### src/rtl/cache_refill_unit.sv
// rtl/cache_refill_unit.sv - critical-word-first line refill engine
// Takes one miss, issues wrapped single-word reads, returns indexed fill beats.
module cache_refill_unit #(
  parameter int ADDR_W          = 32,
  parameter int DATA_W          = 32,
  parameter int LINE_WORDS      = 4,
  parameter int MAX_OUTSTANDING = 2
) (
  input  logic                          clk,
  input  logic                          rst,
  input  logic                          miss_valid,
  output logic                          miss_ready,
  input  logic [ADDR_W-1:0]             miss_addr,
  output logic                          mem_req_valid,
  input  logic                          mem_req_ready,
  output logic [ADDR_W-1:0]             mem_req_addr,
  input  logic                          mem_resp_valid,
  input  logic [DATA_W-1:0]             mem_resp_data,
  input  logic                          mem_resp_err,
  output logic                          fill_valid,
  output logic [$clog2(LINE_WORDS)-1:0] fill_idx,
  output logic [DATA_W-1:0]             fill_data,
  output logic                          fill_err,
  output logic                          fill_last,
  output logic                          busy
);
  localparam int IDX_W = $clog2(LINE_WORDS);
  localparam int OFF_W = IDX_W + 2;
  localparam int OUT_W = $clog2(MAX_OUTSTANDING + 1);
  localparam logic [IDX_W-1:0] LAST_IDX = IDX_W'(LINE_WORDS - 1);
  localparam logic [OUT_W-1:0] MAX_OUT  = OUT_W'(MAX_OUTSTANDING);

  typedef enum logic [1:0] {IDLE, ISSUE, DRAIN} state_t;

  state_t              state_q, state_d;
  logic [ADDR_W-1:0]   base_q, base_d;
  logic [IDX_W-1:0]    start_idx_q, start_idx_d;
  logic [IDX_W-1:0]    req_cnt_q, req_cnt_d;
  logic [IDX_W-1:0]    resp_cnt_q, resp_cnt_d;
  logic [OUT_W-1:0]    outstanding_q, outstanding_d;
  logic                miss_ready_q, miss_ready_d;
  logic                busy_q, busy_d;
  logic                req_valid_q, req_valid_d;
  logic [ADDR_W-1:0]   req_addr_q, req_addr_d;
  logic                fill_valid_q, fill_valid_d;
  logic [IDX_W-1:0]    fill_idx_q, fill_idx_d;
  logic [DATA_W-1:0]   fill_data_q, fill_data_d;
  logic                fill_err_q, fill_err_d;
  logic                fill_last_q, fill_last_d;

  logic req_hs;
  logic resp_take;
  logic unused_addr_bits;

  // Byte offset within a word never reaches the bus: requests are word aligned.
  assign unused_addr_bits = &{1'b0, miss_addr[1:0]};

  function automatic logic [ADDR_W-1:0] word_addr(input logic [ADDR_W-1:0] b,
                                                  input logic [IDX_W-1:0]  idx);
    return b | {{(ADDR_W-OFF_W){1'b0}}, idx, 2'b00};
  endfunction

  assign req_hs    = req_valid_q && mem_req_ready;
  // A response with nothing in flight cannot belong to this line, so it is dropped.
  assign resp_take = mem_resp_valid && (state_q != IDLE) && (outstanding_q != '0);

  always_comb begin
    state_d       = state_q;
    base_d        = base_q;
    start_idx_d   = start_idx_q;
    req_cnt_d     = req_cnt_q;
    resp_cnt_d    = resp_cnt_q;
    outstanding_d = outstanding_q;
    fill_valid_d  = 1'b0;
    fill_idx_d    = fill_idx_q;
    fill_data_d   = fill_data_q;
    fill_err_d    = 1'b0;
    fill_last_d   = 1'b0;

    case (state_q)
      IDLE: begin
        if (miss_valid) begin
          state_d       = ISSUE;
          base_d        = {miss_addr[ADDR_W-1:OFF_W], {OFF_W{1'b0}}};
          start_idx_d   = miss_addr[OFF_W-1:2];
          req_cnt_d     = '0;
          resp_cnt_d    = '0;
          outstanding_d = '0;
        end
      end
      ISSUE: begin
        if (req_hs && (req_cnt_q == LAST_IDX)) state_d = DRAIN;
      end
      DRAIN: begin
        if (resp_take && (resp_cnt_q == LAST_IDX)) state_d = IDLE;
      end
      default: state_d = IDLE;
    endcase

    if (req_hs) req_cnt_d = req_cnt_q + IDX_W'(1);

    if (req_hs && !resp_take)      outstanding_d = outstanding_q + OUT_W'(1);
    else if (!req_hs && resp_take) outstanding_d = outstanding_q - OUT_W'(1);

    if (resp_take) begin
      fill_valid_d = 1'b1;
      fill_idx_d   = start_idx_q + resp_cnt_q;
      fill_data_d  = mem_resp_data;
      fill_err_d   = mem_resp_err;
      fill_last_d  = (resp_cnt_q == LAST_IDX);
      resp_cnt_d   = resp_cnt_q + IDX_W'(1);
    end

    // Request valid/address are computed from next-state values so they are flops.
    miss_ready_d = (state_d == IDLE);
    busy_d       = (state_d != IDLE);
    req_valid_d  = (state_d == ISSUE) && (outstanding_d < MAX_OUT);
    req_addr_d   = word_addr(base_d, start_idx_d + req_cnt_d);
  end

  always_ff @(posedge clk or posedge rst) begin
    if (rst) begin
      state_q       <= IDLE;
      base_q        <= '0;
      start_idx_q   <= '0;
      req_cnt_q     <= '0;
      resp_cnt_q    <= '0;
      outstanding_q <= '0;
      miss_ready_q  <= 1'b1;
      busy_q        <= 1'b0;
      req_valid_q   <= 1'b0;
      req_addr_q    <= '0;
      fill_valid_q  <= 1'b0;
      fill_idx_q    <= '0;
      fill_data_q   <= '0;
      fill_err_q    <= 1'b0;
      fill_last_q   <= 1'b0;
    end else begin
      state_q       <= state_d;
      base_q        <= base_d;
      start_idx_q   <= start_idx_d;
      req_cnt_q     <= req_cnt_d;
      resp_cnt_q    <= resp_cnt_d;
      outstanding_q <= outstanding_d;
      miss_ready_q  <= miss_ready_d;
      busy_q        <= busy_d;
      req_valid_q   <= req_valid_d;
      req_addr_q    <= req_addr_d;
      fill_valid_q  <= fill_valid_d;
      fill_idx_q    <= fill_idx_d;
      fill_data_q   <= fill_data_d;
      fill_err_q    <= fill_err_d;
      fill_last_q   <= fill_last_d;
    end
  end

  assign miss_ready    = miss_ready_q;
  assign busy          = busy_q;
  assign mem_req_valid = req_valid_q;
  assign mem_req_addr  = req_addr_q;
  assign fill_valid    = fill_valid_q;
  assign fill_idx      = fill_idx_q;
  assign fill_data     = fill_data_q;
  assign fill_err      = fill_err_q;
  assign fill_last     = fill_last_q;

endmodule

### config.mk
export PLATFORM = sky130hd
export DESIGN_NAME = cache_refill_unit
export DESIGN_NICKNAME = d
export VERILOG_FILES = /design/src/rtl/cache_refill_unit.sv
export SDC_FILE = /design/constraint.sdc
export NUM_CORES = 1
export LEC_CHECK = 0
export ABC_AREA = 1
export BUFFER_PORTS_ARGS = -buffer_cell sky130_fd_sc_hd__buf_2
export CORE_MARGIN = 2
export CORE_UTILIZATION = 45
export CTS_BUF_LIST = sky130_fd_sc_hd__clkbuf_8
export DETAILED_ROUTE_END_ITERATION = 12
export GPL_ROUTABILITY_DRIVEN = 1
export PLACE_DENSITY_LB_ADDON = 0.15
export REMOVE_ABC_BUFFERS = 1
export SYNTH_ARGS = -nofsm -noshare
export SYNTH_HDL_FRONTEND = slang
export SYNTH_SLANG_ARGS = --single-unit
### constraint.sdc
create_clock -name clk -period 5.8 [get_ports clk]
set_input_delay 0 -clock clk [delete_from_list [all_inputs] [get_ports clk]]
set_output_delay 0 -clock clk [all_outputs]
set_load 0.005 [all_outputs]
==> impl_metrics.tcl <==
set metrics [dict create \
    grt_pass1_wl_mm 14.2 \
    antenna_found_initial 0 \
    reg2reg_from "state_q[1]" \
    p_leak_uw 0.00282 \
    synth_top_area_share_pct 58.1 \
    ant_nets 0 \
    fin_skew_ns 0.00937 \
    ff2ff_setup_slack_ns 3.15 \
    postSynthAreaPerCell_um2 8.81 \
    post_cts_buffers 0 \
    path_max_fanout 38 \
    route.detailed.drc 0 \
    start_util_pct 45.8 \
    drtIter0Drc 139 \
    nets 646 \
    fin_crit_sh_pct 45.7 \
    ioPinCount 142 \
    grt_start_max_net_pins 83 \
    p_per_area_mw_per_mm2 454 \
    io_buffers 137 \
    synth_ff_type "dfrtp_1" \
    worstPathRequired_ns 6.02 \
    dieWidth_um 92.0 \
    wl_per_cell_um 12.4 \
    die_area_mm2 0.00847 \
    peakVddDrop_mv 0.258 \
    p_int_uw 1440 \
    rows 32 \
    vias_per_cell 4.45 \
    cp-end-kind "flop" \
    drive_gt1_share_pct 28.6 \
    cp.arrival_ns 2.88 \
    clock_power_share_pct 20.1 \
    fin_util_pct 64.5 \
    netlist-cell-type-count 23 \
    p_seq_share_pct 43.0 \
    grt_pass1_vias 3023 \
    num_vias 3011 \
    violations "hold timing" \
    dieHeight_um 92.0 \
    tns_ns 0 \
    cts_tree "done" \
    timing.hold.ws_ns -0.0273 \
    synth_top_area_cell "dfrtp_1" \
    cap_violations 0 \
    status "complete, but fails checks" \
    clk_pin_slew_ns 0.08 \
    r2r_cells 8 \
    synthArstFlopShare_pct 100 \
    synthTopCellsByArea "dfrtp_1 58%, nand2_1 22%, buf_4 6.7%, ha_1 2.5%, inv_1 2.0%" \
    area_growth_pct 40.6 \
    cts_buffers 9 \
    synth_common_cells "208 x nand2_1, 81 x dfrtp_1, 31 x buf_4" \
    power_switching_uw 781 \
    synth-edff-count 0 \
    fmax_ghz 0.377 \
    min_path_type "in2async" \
    synth_most_common_cell "nand2_1" \
    sw_frac_of_total_pct 35.1 \
    gp_congestion 0.756 \
    ys_seq_area_share_pct 58.9 \
    yosys_warnings 0 \
    combinationalPowerShare_pct 36.9 \
    hold_violations 75 \
    slew_violations 0 \
    synthCells 396 \
    tightest_slew_ns 1.00 \
    gr-total-overflow 0 \
    wirelength_mm 8.40 \
    worstReg2RegEnd "mem_req_addr[2]" \
    min_period_ns 2.65 \
    setup_viol 0 \
    place_hpwl_mm 4.68 \
    coreArea_mm2 0.00761 \
    clock-root-buffer "clkbuf_8" \
    rsz0062_at_grt "false" \
    cts_max_path_buffers 2 \
    slew-limit-headroom_pct 33.3 \
    firstDrtPassIters 6 \
    htree_levels 3 \
    n_fill_cell 658 \
    grt_use_total_pct 21.1 \
    syn-cell-area_mm2 0.00349 \
    worstSetupPathType "reg2reg" \
    start_kind "flop" \
    antennaDiodeCount 0 \
    clk_latency_ns 0.34 \
    ys_seq_elements 82 \
    p_total_uw 2230 \
    clock-sinks 82 \
]
area by class of cell:
class | count | area [um^2] | area share (%)
flip-flops and latches | 82 | 2050 | 41.9
repair buffers | 205 | 1360 | 27.7
multi-input cells | 250 | 1060 | 21.7
clock buffers | 10 | 138 | 2.81
well taps | 102 | 128 | 2.60
clock inverters | 6 | 81.3 | 1.66
inverters | 21 | 80.1 | 1.63
sequential cells by signal, indices dropped and copies added (netlist names):
| name | flops |
|---|---|
| fill_data | 32 |
| mem_req_addr | 29 |
| base_q | 3 |
| fill_idx | 2 |
| outstanding_q | 2 |
| req_cnt_q | 2 |
| resp_cnt_q | 2 |
| start_idx_q | 2 |
| state_q | 2 |
| busy | 1 |
| fill_err | 1 |
| fill_last | 1 |
| fill_valid | 1 |
| mem_req_valid | 1 |
| miss_ready | 1 |
metal layers:
layer  up-vias  track usage [%]  share of wire [%]
li1       1502                -                  -
met1      1386             27.3                 44
met2       117             35.0                 47
met3         6             5.01                7.9
met4         0             7.46               0.70
met5         -                0                  0
metrics by stage:
stage	hold slack, ns	instance area (um^2)	worst slack [ns]	std cells
floorplan	0.106	3200	3.18	353
global placement	0.192	4030	3.20	595
global route	0.0602	4900	2.95	676
CTS	0.00335	4900	3.12	676
finish	-0.0273	4900	3.15	676
detailed placement	0.197	4030	3.14	595
worst max-delay path, stage by stage, from the launching register on:
cell,delay [ns]
dfrtp_1,0.43
nor2_2,0.24
nand2_1,0.07
buf_4,0.26
inv_1,0.74
nand2_1,0.12
nand2_1,0.12
ha_1,0.23
or2_2,0.29
worst max path at each step:
stage                          start              end  slack (ns)
final                     state_q[1]  mem_req_addr[2]        3.15
after floorplan           state_q[1]  mem_req_addr[2]        3.18
after global placement    state_q[1]  mem_req_addr[2]        3.20
after global routing      state_q[1]  mem_req_addr[2]        2.95
after CTS                 state_q[1]  mem_req_addr[2]        3.12
after detailed placement  state_q[1]  mem_req_addr[2]        3.14
power by group through the flow:
stage               sequential (uW)  clock [uW]  combinational, uW
floorplan                       980           0                402
global placement                950           0                768
detailed placement              955           0                794
CTS                             951         462                826
global route                    986         487                946
finish                          957         447                821
layout by cell type, fill, tap and decap left out:
master         instances
nand2_1              208
buf_2                137
dfrtp_1               81
dlygate4sd3_1         65
inv_1                 19
nand3_1               12
clkbuf_8              10
ha_1                   7
nor2_1                 5
o21ai_1                3
o21ai_0                3
clkinv_2               3
buf_4                  3
nor2_2                 2
inv_2                  2
conb_1                 2
bufinv_16              2
nor3_4                 1
a21oi_1                1
nand2_2                1
o221ai_1               1
or2_2                  1
nand3b_1               1
xnor2_1                1
xor2_1                 1
clkinvlp_4             1
dfstp_2                1
what timing repair did:
item	4_1_cts	5_1_grt
hold buffers	65	0
gates resized for setup	0	0
endpoints found under the hold margin	65	0
logic make-up after synthesis:
kind of cell | count (synthesis) | synth area share (%)
AOI/OAI and AO/OA | 8 | 1.26
xor gates and xnor gates | 2 | 0.502
adders and majority gates | 7 | 2.51
buffers and inverters | 65 | 10.7
DFF | 82 | 58.9
other | 1 | 0.108
and+or+nand+nor | 231 | 26.1
(Power assumes the default switching activity.)
